`src/rtl/saph_fpu_pkg.sv`:
```
// rtl/saph_fpu_pkg.sv - shared types for the FPU issue/collect stage
package saph_fpu_pkg;

  localparam int TAG_W = 5;

  typedef enum logic [1:0] {
    FPU_MODE_ADD = 2'd0,
    FPU_MODE_SUB = 2'd1,
    FPU_MODE_MUL = 2'd2,
    FPU_MODE_DIV = 2'd3
  } saph_fpu_mode_t;

  typedef struct packed {
    logic [TAG_W-1:0] tag;
    logic [31:0]      res;
    logic             err;
  } saph_fpu_rsp_t;

endpackage

```
`src/rtl/saph_fpu_issue_if.sv`:
```
// rtl/saph_fpu_issue_if.sv - shader-core request/response port of the FPU issue stage
interface saph_fpu_issue_if #(
  parameter int TAG_W = saph_fpu_pkg::TAG_W
);
  import saph_fpu_pkg::*;

  logic             req_valid;
  logic             req_ready;
  logic [31:0]      req_lhs;
  logic [31:0]      req_rhs;
  saph_fpu_mode_t   req_mode;
  logic [TAG_W-1:0] req_tag;
  logic             rsp_valid;
  logic             rsp_ready;
  logic [31:0]      rsp_res;
  logic [TAG_W-1:0] rsp_tag;
  logic             rsp_err;

  modport master (
    output req_valid, req_lhs, req_rhs, req_mode, req_tag, rsp_ready,
    input  req_ready, rsp_valid, rsp_res, rsp_tag, rsp_err
  );

  modport slave (
    input  req_valid, req_lhs, req_rhs, req_mode, req_tag, rsp_ready,
    output req_ready, rsp_valid, rsp_res, rsp_tag, rsp_err
  );

endinterface

```
`src/rtl/saph_sync_fifo.sv`:
```
// rtl/saph_sync_fifo.sv - first-word-fall-through synchronous FIFO with occupancy count
module saph_sync_fifo #(
  parameter int WIDTH = 8,
  parameter int DEPTH = 4
) (
  input  logic                       clk,
  input  logic                       rst,
  input  logic                       push,
  input  logic [WIDTH-1:0]           push_data,
  input  logic                       pop,
  output logic [WIDTH-1:0]           pop_data,
  output logic [$clog2(DEPTH):0]     count
);
  import saph_fpu_pkg::*;

  localparam int AW = $clog2(DEPTH);

  logic [WIDTH-1:0] mem [DEPTH];
  logic [AW-1:0]    wr_ptr;
  logic [AW-1:0]    rd_ptr;
  logic             do_push;
  logic             do_pop;

  // A push into a full FIFO is only legal when the head leaves in the same cycle.
  assign do_pop   = pop && (count != '0);
  assign do_push  = push && ((count != (AW+1)'(DEPTH)) || do_pop);
  assign pop_data = mem[rd_ptr];

  always_ff @(posedge clk) begin
    if (rst) begin
      wr_ptr <= '0;
      rd_ptr <= '0;
      count  <= '0;
    end else begin
      if (do_push) wr_ptr <= wr_ptr + 1'b1;
      if (do_pop)  rd_ptr <= rd_ptr + 1'b1;
      count <= count + (AW+1)'(do_push) - (AW+1)'(do_pop);
    end
  end

  always_ff @(posedge clk) begin
    if (do_push) mem[wr_ptr] <= push_data;
  end

endmodule

```
`src/rtl/saph_fpu_issue.sv`:
```
// rtl/saph_fpu_issue.sv - credit-limited FPU issue/collect stage with in-order tagged results
// SAPH_FPU_ORPHAN_CHECK_EN enables the sticky err_orphan flag and its assertion.
module saph_fpu_issue #(
  parameter int TAG_W   = saph_fpu_pkg::TAG_W,
  parameter int DEPTH   = 4,
  parameter int LATENCY = 0
) (
  input  logic             clk,
  input  logic             rst,
  saph_fpu_issue_if.slave  core,
  output logic             fpu_d_trig,
  output logic [31:0]      fpu_d_lhs,
  output logic [31:0]      fpu_d_rhs,
  output logic [1:0]       fpu_d_mode,
  input  logic             fpu_d_ready,
  input  logic             fpu_q_trig,
  input  logic [31:0]      fpu_q_res,
  input  logic [3:0]       fpu_has_modes,
  output logic             err_orphan
);
  import saph_fpu_pkg::*;

  localparam int CW = $clog2(DEPTH) + 1;
  localparam int RW = TAG_W + 33;
  localparam logic [CW:0] DEPTH_L = (CW+1)'(DEPTH);

  logic [CW-1:0]    tag_count;
  logic [CW-1:0]    rsp_count;
  logic [CW:0]      occ;
  logic             credit;
  logic             sup;
  logic             tag_empty;
  logic             err_acc;
  logic             bypass;
  logic             tag_push;
  logic             tag_pop;
  logic             orphan;
  logic             rsp_push;
  logic             rsp_pop;
  logic [TAG_W-1:0] head_tag;
  logic [RW-1:0]    rsp_wdata;
  logic [RW-1:0]    rsp_rdata;

  // Credits come back only on the registered counts, so every issued op owns a result slot.
  assign occ       = {1'b0, tag_count} + {1'b0, rsp_count};
  assign credit    = occ < DEPTH_L;
  assign sup       = fpu_has_modes[core.req_mode];
  assign tag_empty = (tag_count == '0);

  assign fpu_d_trig     = !rst && core.req_valid && sup && fpu_d_ready && credit;
  // Unsupported modes wait for the pipe to drain so the error stays in order.
  assign err_acc        = !rst && core.req_valid && !sup && credit && tag_empty;
  assign core.req_ready = fpu_d_trig || err_acc;

  assign fpu_d_lhs  = core.req_lhs;
  assign fpu_d_rhs  = core.req_rhs;
  assign fpu_d_mode = core.req_mode;

  assign bypass   = (LATENCY == 0) && fpu_d_trig && fpu_q_trig && tag_empty;
  assign tag_push = fpu_d_trig && !bypass;
  assign tag_pop  = fpu_q_trig && !tag_empty;
  assign orphan   = fpu_q_trig && tag_empty && !bypass;

  assign rsp_push  = err_acc || tag_pop || bypass;
  assign rsp_wdata = err_acc ? {core.req_tag, 32'h0, 1'b1}
                             : {(bypass ? core.req_tag : head_tag), fpu_q_res, 1'b0};
  assign rsp_pop   = (rsp_count != '0) && core.rsp_ready;

  assign core.rsp_valid = (rsp_count != '0);
  assign {core.rsp_tag, core.rsp_res, core.rsp_err} = rsp_rdata;

  saph_sync_fifo #(.WIDTH(TAG_W), .DEPTH(DEPTH)) u_tag_fifo (
    .clk       (clk),
    .rst       (rst),
    .push      (tag_push),
    .push_data (core.req_tag),
    .pop       (tag_pop),
    .pop_data  (head_tag),
    .count     (tag_count)
  );

  saph_sync_fifo #(.WIDTH(RW), .DEPTH(DEPTH)) u_rsp_fifo (
    .clk       (clk),
    .rst       (rst),
    .push      (rsp_push),
    .push_data (rsp_wdata),
    .pop       (rsp_pop),
    .pop_data  (rsp_rdata),
    .count     (rsp_count)
  );

`ifdef SAPH_FPU_ORPHAN_CHECK_EN
  always_ff @(posedge clk) begin
    if (rst) begin
      err_orphan <= 1'b0;
    end else if (orphan) begin
      err_orphan <= 1'b1;
    end
  end

  always_ff @(posedge clk) begin
    if (!rst) assert (!orphan) else $warning("orphaned FPU result dropped");
  end
`else
  assign err_orphan = 1'b0;
`endif

endmodule

```
`src/flat_wrapper.sv`:
```
// flat-port wrapper written by rule: the top's interface ports become plain ports
module saph_fpu_issue_flat import saph_fpu_pkg::*;
#(
  parameter int TAG_W   = saph_fpu_pkg::TAG_W,
  parameter int DEPTH   = 4,
  parameter int LATENCY = 0
)
  (clk, rst, fpu_d_trig, fpu_d_lhs, fpu_d_rhs, fpu_d_mode, fpu_d_ready, fpu_q_trig, fpu_q_res, fpu_has_modes, err_orphan, core_req_valid, core_req_lhs, core_req_rhs, core_req_mode, core_req_tag, core_rsp_ready, core_req_ready, core_rsp_valid, core_rsp_res, core_rsp_tag, core_rsp_err);
  saph_fpu_issue_if #(.TAG_W(TAG_W)) core_i ();
  input  logic clk;
  input  logic rst;
  output logic fpu_d_trig;
  output logic [31:0] fpu_d_lhs;
  output logic [31:0] fpu_d_rhs;
  output logic [1:0] fpu_d_mode;
  input  logic fpu_d_ready;
  input  logic fpu_q_trig;
  input  logic [31:0] fpu_q_res;
  input  logic [3:0] fpu_has_modes;
  output logic err_orphan;
  input wire logic [$bits(core_i.req_valid)-1:0] core_req_valid;
  input wire logic [$bits(core_i.req_lhs)-1:0] core_req_lhs;
  input wire logic [$bits(core_i.req_rhs)-1:0] core_req_rhs;
  input wire logic [$bits(core_i.req_mode)-1:0] core_req_mode;
  input wire logic [$bits(core_i.req_tag)-1:0] core_req_tag;
  input wire logic [$bits(core_i.rsp_ready)-1:0] core_rsp_ready;
  output wire logic [$bits(core_i.req_ready)-1:0] core_req_ready;
  output wire logic [$bits(core_i.rsp_valid)-1:0] core_rsp_valid;
  output wire logic [$bits(core_i.rsp_res)-1:0] core_rsp_res;
  output wire logic [$bits(core_i.rsp_tag)-1:0] core_rsp_tag;
  output wire logic [$bits(core_i.rsp_err)-1:0] core_rsp_err;
  assign core_i.req_valid = core_req_valid;
  assign core_i.req_lhs = core_req_lhs;
  assign core_i.req_rhs = core_req_rhs;
  assign core_i.req_mode = core_req_mode;
  assign core_i.req_tag = core_req_tag;
  assign core_i.rsp_ready = core_rsp_ready;
  assign core_req_ready = core_i.req_ready;
  assign core_rsp_valid = core_i.rsp_valid;
  assign core_rsp_res = core_i.rsp_res;
  assign core_rsp_tag = core_i.rsp_tag;
  assign core_rsp_err = core_i.rsp_err;
  saph_fpu_issue #(.TAG_W(TAG_W), .DEPTH(DEPTH), .LATENCY(LATENCY)) u_core (.clk(clk), .rst(rst), .core(core_i), .fpu_d_trig(fpu_d_trig), .fpu_d_lhs(fpu_d_lhs), .fpu_d_rhs(fpu_d_rhs), .fpu_d_mode(fpu_d_mode), .fpu_d_ready(fpu_d_ready), .fpu_q_trig(fpu_q_trig), .fpu_q_res(fpu_q_res), .fpu_has_modes(fpu_has_modes), .err_orphan(err_orphan));
endmodule
```
`config.mk`:
```
export PLATFORM = sky130hd
export DESIGN_NAME = saph_fpu_issue_flat
export DESIGN_NICKNAME = d
export VERILOG_FILES = /design/src/rtl/saph_fpu_pkg.sv /design/src/rtl/saph_fpu_issue_if.sv /design/src/rtl/saph_sync_fifo.sv /design/src/rtl/saph_fpu_issue.sv /design/src/flat_wrapper.sv
export SDC_FILE = /design/constraint.sdc
export NUM_CORES = 1
export LEC_CHECK = 0
export CAP_MARGIN = 10
export CORE_MARGIN = 2
export CORE_UTILIZATION = 50
export CTS_CLUSTER_SIZE = 16
export DETAILED_ROUTE_END_ITERATION = 16
export GPL_TIMING_DRIVEN = 0
export PLACE_DENSITY_LB_ADDON = 0.12
export RECOVER_POWER = 100
export SYNTH_ARGS = -nofsm -noshare
export SYNTH_HDL_FRONTEND = slang
export SYNTH_SLANG_ARGS = --single-unit
```
`constraint.sdc`:
```
create_clock -name clk -period 14.9 [get_ports clk]
set_clock_uncertainty 0.15 [all_clocks]
set_input_delay 3.725 -clock clk [delete_from_list [all_inputs] [get_ports clk]]
set_output_delay 3.725 -clock clk [all_outputs]
set_load 0.1 [all_outputs]
```
======== Yosys cells after proc, flatten, opt, wreduce, memory -nomap -nowiden ========
Memories as Yosys holds them, arrays and structs flattened. A register that Yosys moved wholly into a read port is not among the register bits.
Cells that the tools add are included.
cells by class
  shift-type cells ........................ 0
  bitwise logic cells ..................... 0
  muxes and demuxes ....................... 12
  multiply operators ...................... 0
  magnitude comparators ................... 2
  div/mod/pow operators ................... 0
  $add $sub $neg .......................... 9
  equal/unequal tests ..................... 2
  reduce and logical (&&, ||, !) cells .... 28
operator list
  kind                                                        number
  two-way mux 38 bit                                          1
  logical AND 1 bit                                           16
  adder 2 x 1 -> 2 bit, second input constant                 4
  two-way mux 2 bit                                           4
  adder 3 x 1 -> 3 bit                                        2
  inequality test 3 bit, second input constant                2
  nonzero test 3 bit                                          2
  subtractor 3 x 1 -> 3 bit                                   2
  logical OR 1 bit                                            5
  two-way mux 1 bit                                           5
  two-way mux 5 bit                                           1
  adder 3 x 3 -> 4 bit                                        1
  logical NOT 1 bit                                           4
  less-than comparator 4 x 3 -> 1 bit, second input constant  1
  logical NOT 3 bit                                           1
  less-than comparator 2 x 3 -> 1 bit, second input constant  1
  binary-select mux 1 bit (select 2 bit)                      1
word-level totals
  bits in latches ......................... 0
  bits in read-only memories .............. 0
  memory bits (writable) .................. 172
  input port bits ......................... 113
  flip-flop bits (word level) ............. 14
  output and inout bits ................... 108
  word-level logic and storage cells ...... 61
  memories ................................ 2
memory list
  name                   depth  bits a word  read ports  clocked after Yosys merged registers in  write ports  RTL line              RTL
  u_core.u_rsp_fifo.mem  4      38           1           1                                        1            saph_sync_fifo.sv:18  logic [WIDTH-1:0] mem [DEPTH];
  u_core.u_tag_fifo.mem  4      5            1           1                                        1            saph_sync_fifo.sv:18

======== Logic depth before layout (Yosys ltp) ========
  depth in word-level cells ............... 12
  gate-level depth with buffers ........... 12
  mapped depth without buffers ............ 12

======== Modules after synthesis ========
Synthesis repeated with hierarchy kept, for this count alone.
unflattened totals
  cell total of the unflattened synthesis .. 448
  area, all modules ....................... 8059.0 um2
modules (own cells, without submodules)
  module                              seq. area each (um2)  area each (um2)  times used  cells each
  saph_sync_fifo (u_core.u_rsp_fifo)  4744.6                5925.7           1           244
  saph_sync_fifo (u_core.u_tag_fifo)  780.7                 1178.6           1           72
  saph_fpu_issue                      0.0                   954.7            1           132

======== Worst setup path before layout ========
OpenSTA, ideal clock, no wires.
  path kind ............................... input port to output port
  start ................................... in core_req_mode[1]
  end ..................................... out core_req_ready
  slack ................................... 5.370 ns
  buffers on the path ..................... 1
  required time ........................... 11.025 ns
  stages on the path ...................... 5
  arrival time ............................ 5.655 ns
  path through ............................ mux2_2 > mux2i_1 > and2_1 > buf_2 > nand2b_1
between the ends
  cells in the longest elaborated chain, start to end .. 7
  elaborated cells on any way between the ends .. 10
ends and longest elaborated chain
  element                                  RTL line              RTL
  start, declared                          flat_wrapper.sv:24    input wire logic [$bits(core_i.req_mode)-1:0] core_req_mode;
  binary-select mux 1 bit (select 2 bit)   saph_fpu_issue.sv:47  assign sup = fpu_has_modes[core.req_mode];
  two-way mux 1 bit (not written as such)  saph_fpu_issue.sv:47
  logical NOT 1 bit                        saph_fpu_issue.sv:52  assign err_acc = !rst && core.req_valid && !sup && credit && tag_empty;
  logical AND 1 bit (3 in series)          saph_fpu_issue.sv:52
  net u_core.err_acc                       saph_fpu_issue.sv:33  logic err_acc;
  logical OR 1 bit                         saph_fpu_issue.sv:53  assign core.req_ready = fpu_d_trig || err_acc;
  end, declared                            flat_wrapper.sv:27    output wire logic [$bits(core_i.req_ready)-1:0] core_req_ready;
The timed path passes the listed nets, and every way through them passes these cells. The select of a mux whose other input is x is not followed.

======== Final worst setup path ========
Same ends and word-level chain as after synthesis.

==> impl_metrics.yaml <==
pwr:
  vdd_drop_max_v: 0.000118
  power_mw: 2.13
  cellPowerDensity_nw_per_um2: 203
  p_leak_nw: 3.66
grt:
  grtUsageTotal_pct: 18.4
  antenna_found_initial: 0
  gr-usage-met2_pct: 33.2
  gr-total-overflow: 0
  grt.busiest_layer: "met2"
  grt_first_pass_wirelength_mm: 24.4
  grtUsageMet3_pct: 4.67
  grt_util_met1_pct: 22.5
  grt_pass1_vias: 4783
  grt_start_max_net_pins: 17
synth:
  synth_top_area_cell: "edfxtp_1"
  avgSynthCellArea_sq_um: 17.9
  syn-instance-count: 453
  synth_edf_count: 172
  syn-num-nets: 581
  synth_commonest_cells: "edfxtp_1 (172), buf_4 (67), mux4_2 (43)"
  synth_flop_cell: "edfxtp_1"
  syn-cell-area_sq_um: 8100
  synth_warnings: 0
  yosysMostFrequentCell: "edfxtp_1"
  ys_ff_latch: 190
  synth.distinct_cells: 42
  synth-seq-area-share_pct: 68.2
  synth_area_leaders: "edfxtp_1 (64%), mux4_2 (12%), buf_4 (6.2%), dfxtp_1 (4.4%), nor2b_1 (2.7%)"
  yosys.area.top_type_share_pct: 63.7
  synthArstFlopShare_pct: 0
timing:
  period_needed_ns: 11.26
  fin_tns_setup_ns: 0
  worst_pin_slew_ns: 1.40
  fin_crit_sh_pct: 75.6
  fmax_mhz: 88.8
  holdWs_ns: 0.356
  maxSlewHeadroom_pct: 5.14
  setup_viol: 0
  hold_viol_final: 0
  drv_slew: 0
  rsz0062_at_grt: "false"
clocking:
  cts_tree: "done"
  clkSlewWorstSetupHoldPaths_ns: 0.06
  numCtsBuffers: 17
  cts_buffer_depth: 2
  root_buffer: "clkbuf_16"
  htree_levels: 4
  cts_sinks: 190
  clk_latency_ns: 0.42
  ctsResizeCount: 0
  post_cts_buffers: 0
  holdBufCountCts: 0
drt:
  route.detailed.drc: 0
  vias: 4421
  drtIter0Drc: 282
  via_per_inst: 5.07
  ant_nets: 0
  drt_first_pass_iters: 4
  wl_per_cell_um: 17.7
  wirelength_mm: 15.5
run:
  drv_cap: 0
cells_and_area:
  final_layout_size_suffix_gt1_share_pct: 22.7
  final_area_sq_um: 10500
  num-fill-cells: 1143
  finalNetCount: 771
  area_growth_syn_to_layout_pct: 29.9
  diodes: 0
critical_path:
  setup.worst_path.end_class: "primary output"
  reg2reg_slack_ns: 10.57
  r2r-end: "u_core.u_rsp_fifo.mem[0][6]"
  crit_fanout: 13
  path_cells: "dlygate4sd3_1, mux2_1, mux2i_1, and2_0, clkbuf_1, nand2b_1, dlygate4sd3_1"
  r2r_cells: 8
  worstPathRequired_ns: 11.02
  crit_top_cell: "dlygate4sd3_1"
  r2r_start: "u_core.u_tag_fifo.count[2]"
  worstSetupPathType: "in -> out"
  critPathLaunchType: "input pin"
  crit_slowest_cell: "dlygate4sd3_1"
  worstPathArrival_ns: 7.38
  critPathMaxStageDelay_ns: 1.20
placement:
  portBuffers: 155
  place_area_sq_um: 10100
  dpl.hpwl_mm: 11.2
  gp_congestion: 0.691
floorplan:
  core_area_sq_um: 15900
  io_pins: 221
  start_util_pct: 51.0
  die_y_um: 131
  die_area_sq_um: 17200
  die_x_um: 131
  row_count: 46
worst_hold_path:
  hold_path_end: "u_core.u_tag_fifo.wr_ptr[1]"
  hp-start: "u_core.u_tag_fifo.wr_ptr[1]"
  hold_depth: 2
  hold_class: "reg -> reg"
run_status:
  status: "completed"
area by class of cell:
class                      count  area, sq um  share of cell area (%)
tap                          216          270                    2.57
inverter                       9         33.8                   0.321
multi-input combinational    172         1950                    18.5
timing repair buffer         171         1610                    15.3
buffer                        82          564                    5.36
sequential                   190         5530                    52.5
clock inverter                14          144                    1.37
clock buffer                  18          429                    4.08
metrics by stage:
step	setup WS (ns)	utilization, %	std cells
final	3.64	66.3	872
after global routing	3.33	66.3	872
after CTS	3.95	67.4	872
after detailed placement	3.94	63.8	840
after global placement	3.77	62.5	824
after floorplan	5.37	-	453
logic make-up (layout without fill, tap and decap cells):
kind of cell	after synthesis	count (layout)	synth area share (%)
xor+xnor	9	9	0.973
mux	53	53	13.4
fa+ha+maj	15	15	2.50
simple gates	82	82	6.42
compound gates	12	12	1.10
other cells	1	1	0.0463
buf+inv	91	294	7.43
flops	190	190	68.2
layer usage:
| layer | vias to the layer above | wire (um) |
|---|---|---|
| li1 | 2037 | - |
| met1 | 2216 | 6240 |
| met3 | 10 | 921 |
| met2 | 158 | 8200 |
| met5 | - | 0 |
| met4 | 0 | 109 |
power breakdown:
group	switching (mW)	internal (mW)	leakage (nW)	total, mW
clock	0.186	0.247	0.272	0.433
combinational	0.731	0.256	1.67	0.987
sequential	0.0282	0.684	1.71	0.713
cell usage in the layout (no fill, tap or decap), types with 4 or more instances in the layout:
| master | instances |
|---|---|
| ha_1 | 13 |
| inv_1 | 9 |
| nand2_1 | 6 |
| clkbuf_1 | 26 |
| dlygate4sd3_1 | 116 |
| and2_0 | 5 |
| xnor2_1 | 6 |
| edfxtp_1 | 172 |
| buf_2 | 4 |
| dfxtp_1 | 18 |
| buf_4 | 67 |
| nor3b_1 | 5 |
| mux4_2 | 43 |
| clkdlybuf4s50_1 | 39 |
| nor2_1 | 12 |
| nor2b_1 | 35 |
| mux2_1 | 6 |
| clkbuf_16 | 17 |
sequential cells by signal, summed over array words and instances (netlist names), named ones only:
name	count
u_core.u_rsp_fifo.mem	152
u_core.u_tag_fifo.count	3
u_core.u_rsp_fifo.wr_ptr	2
u_core.u_tag_fifo.wr_ptr	2
u_core.u_tag_fifo.mem	20
u_core.u_rsp_fifo.count	3
u_core.u_tag_fifo.rd_ptr	2
u_core.u_rsp_fifo.rd_ptr	2
critical path, delay by kind of cell:
family	cells	cell delay, ns
multiplexers	2	0.65
buffers and inverters	3	2.31
AND/OR/NAND/NOR	2	0.69
worst max-delay path by stage:
stage / to / slack (ns) / from
2_1_floorplan: core_req_ready / 5.37 / core_req_mode[1]
3_3_place_gp: u_core.u_rsp_fifo.mem[0][8] / 3.77 / core_req_mode[1]
3_5_place_dp: core_req_ready / 3.94 / core_req_mode[1]
4_1_cts: core_req_ready / 3.95 / core_req_mode[1]
5_1_grt: core_req_ready / 3.33 / core_req_mode[1]
6_report: core_req_ready / 3.64 / core_req_mode[1]
Power figures use the tool's default switching activity.
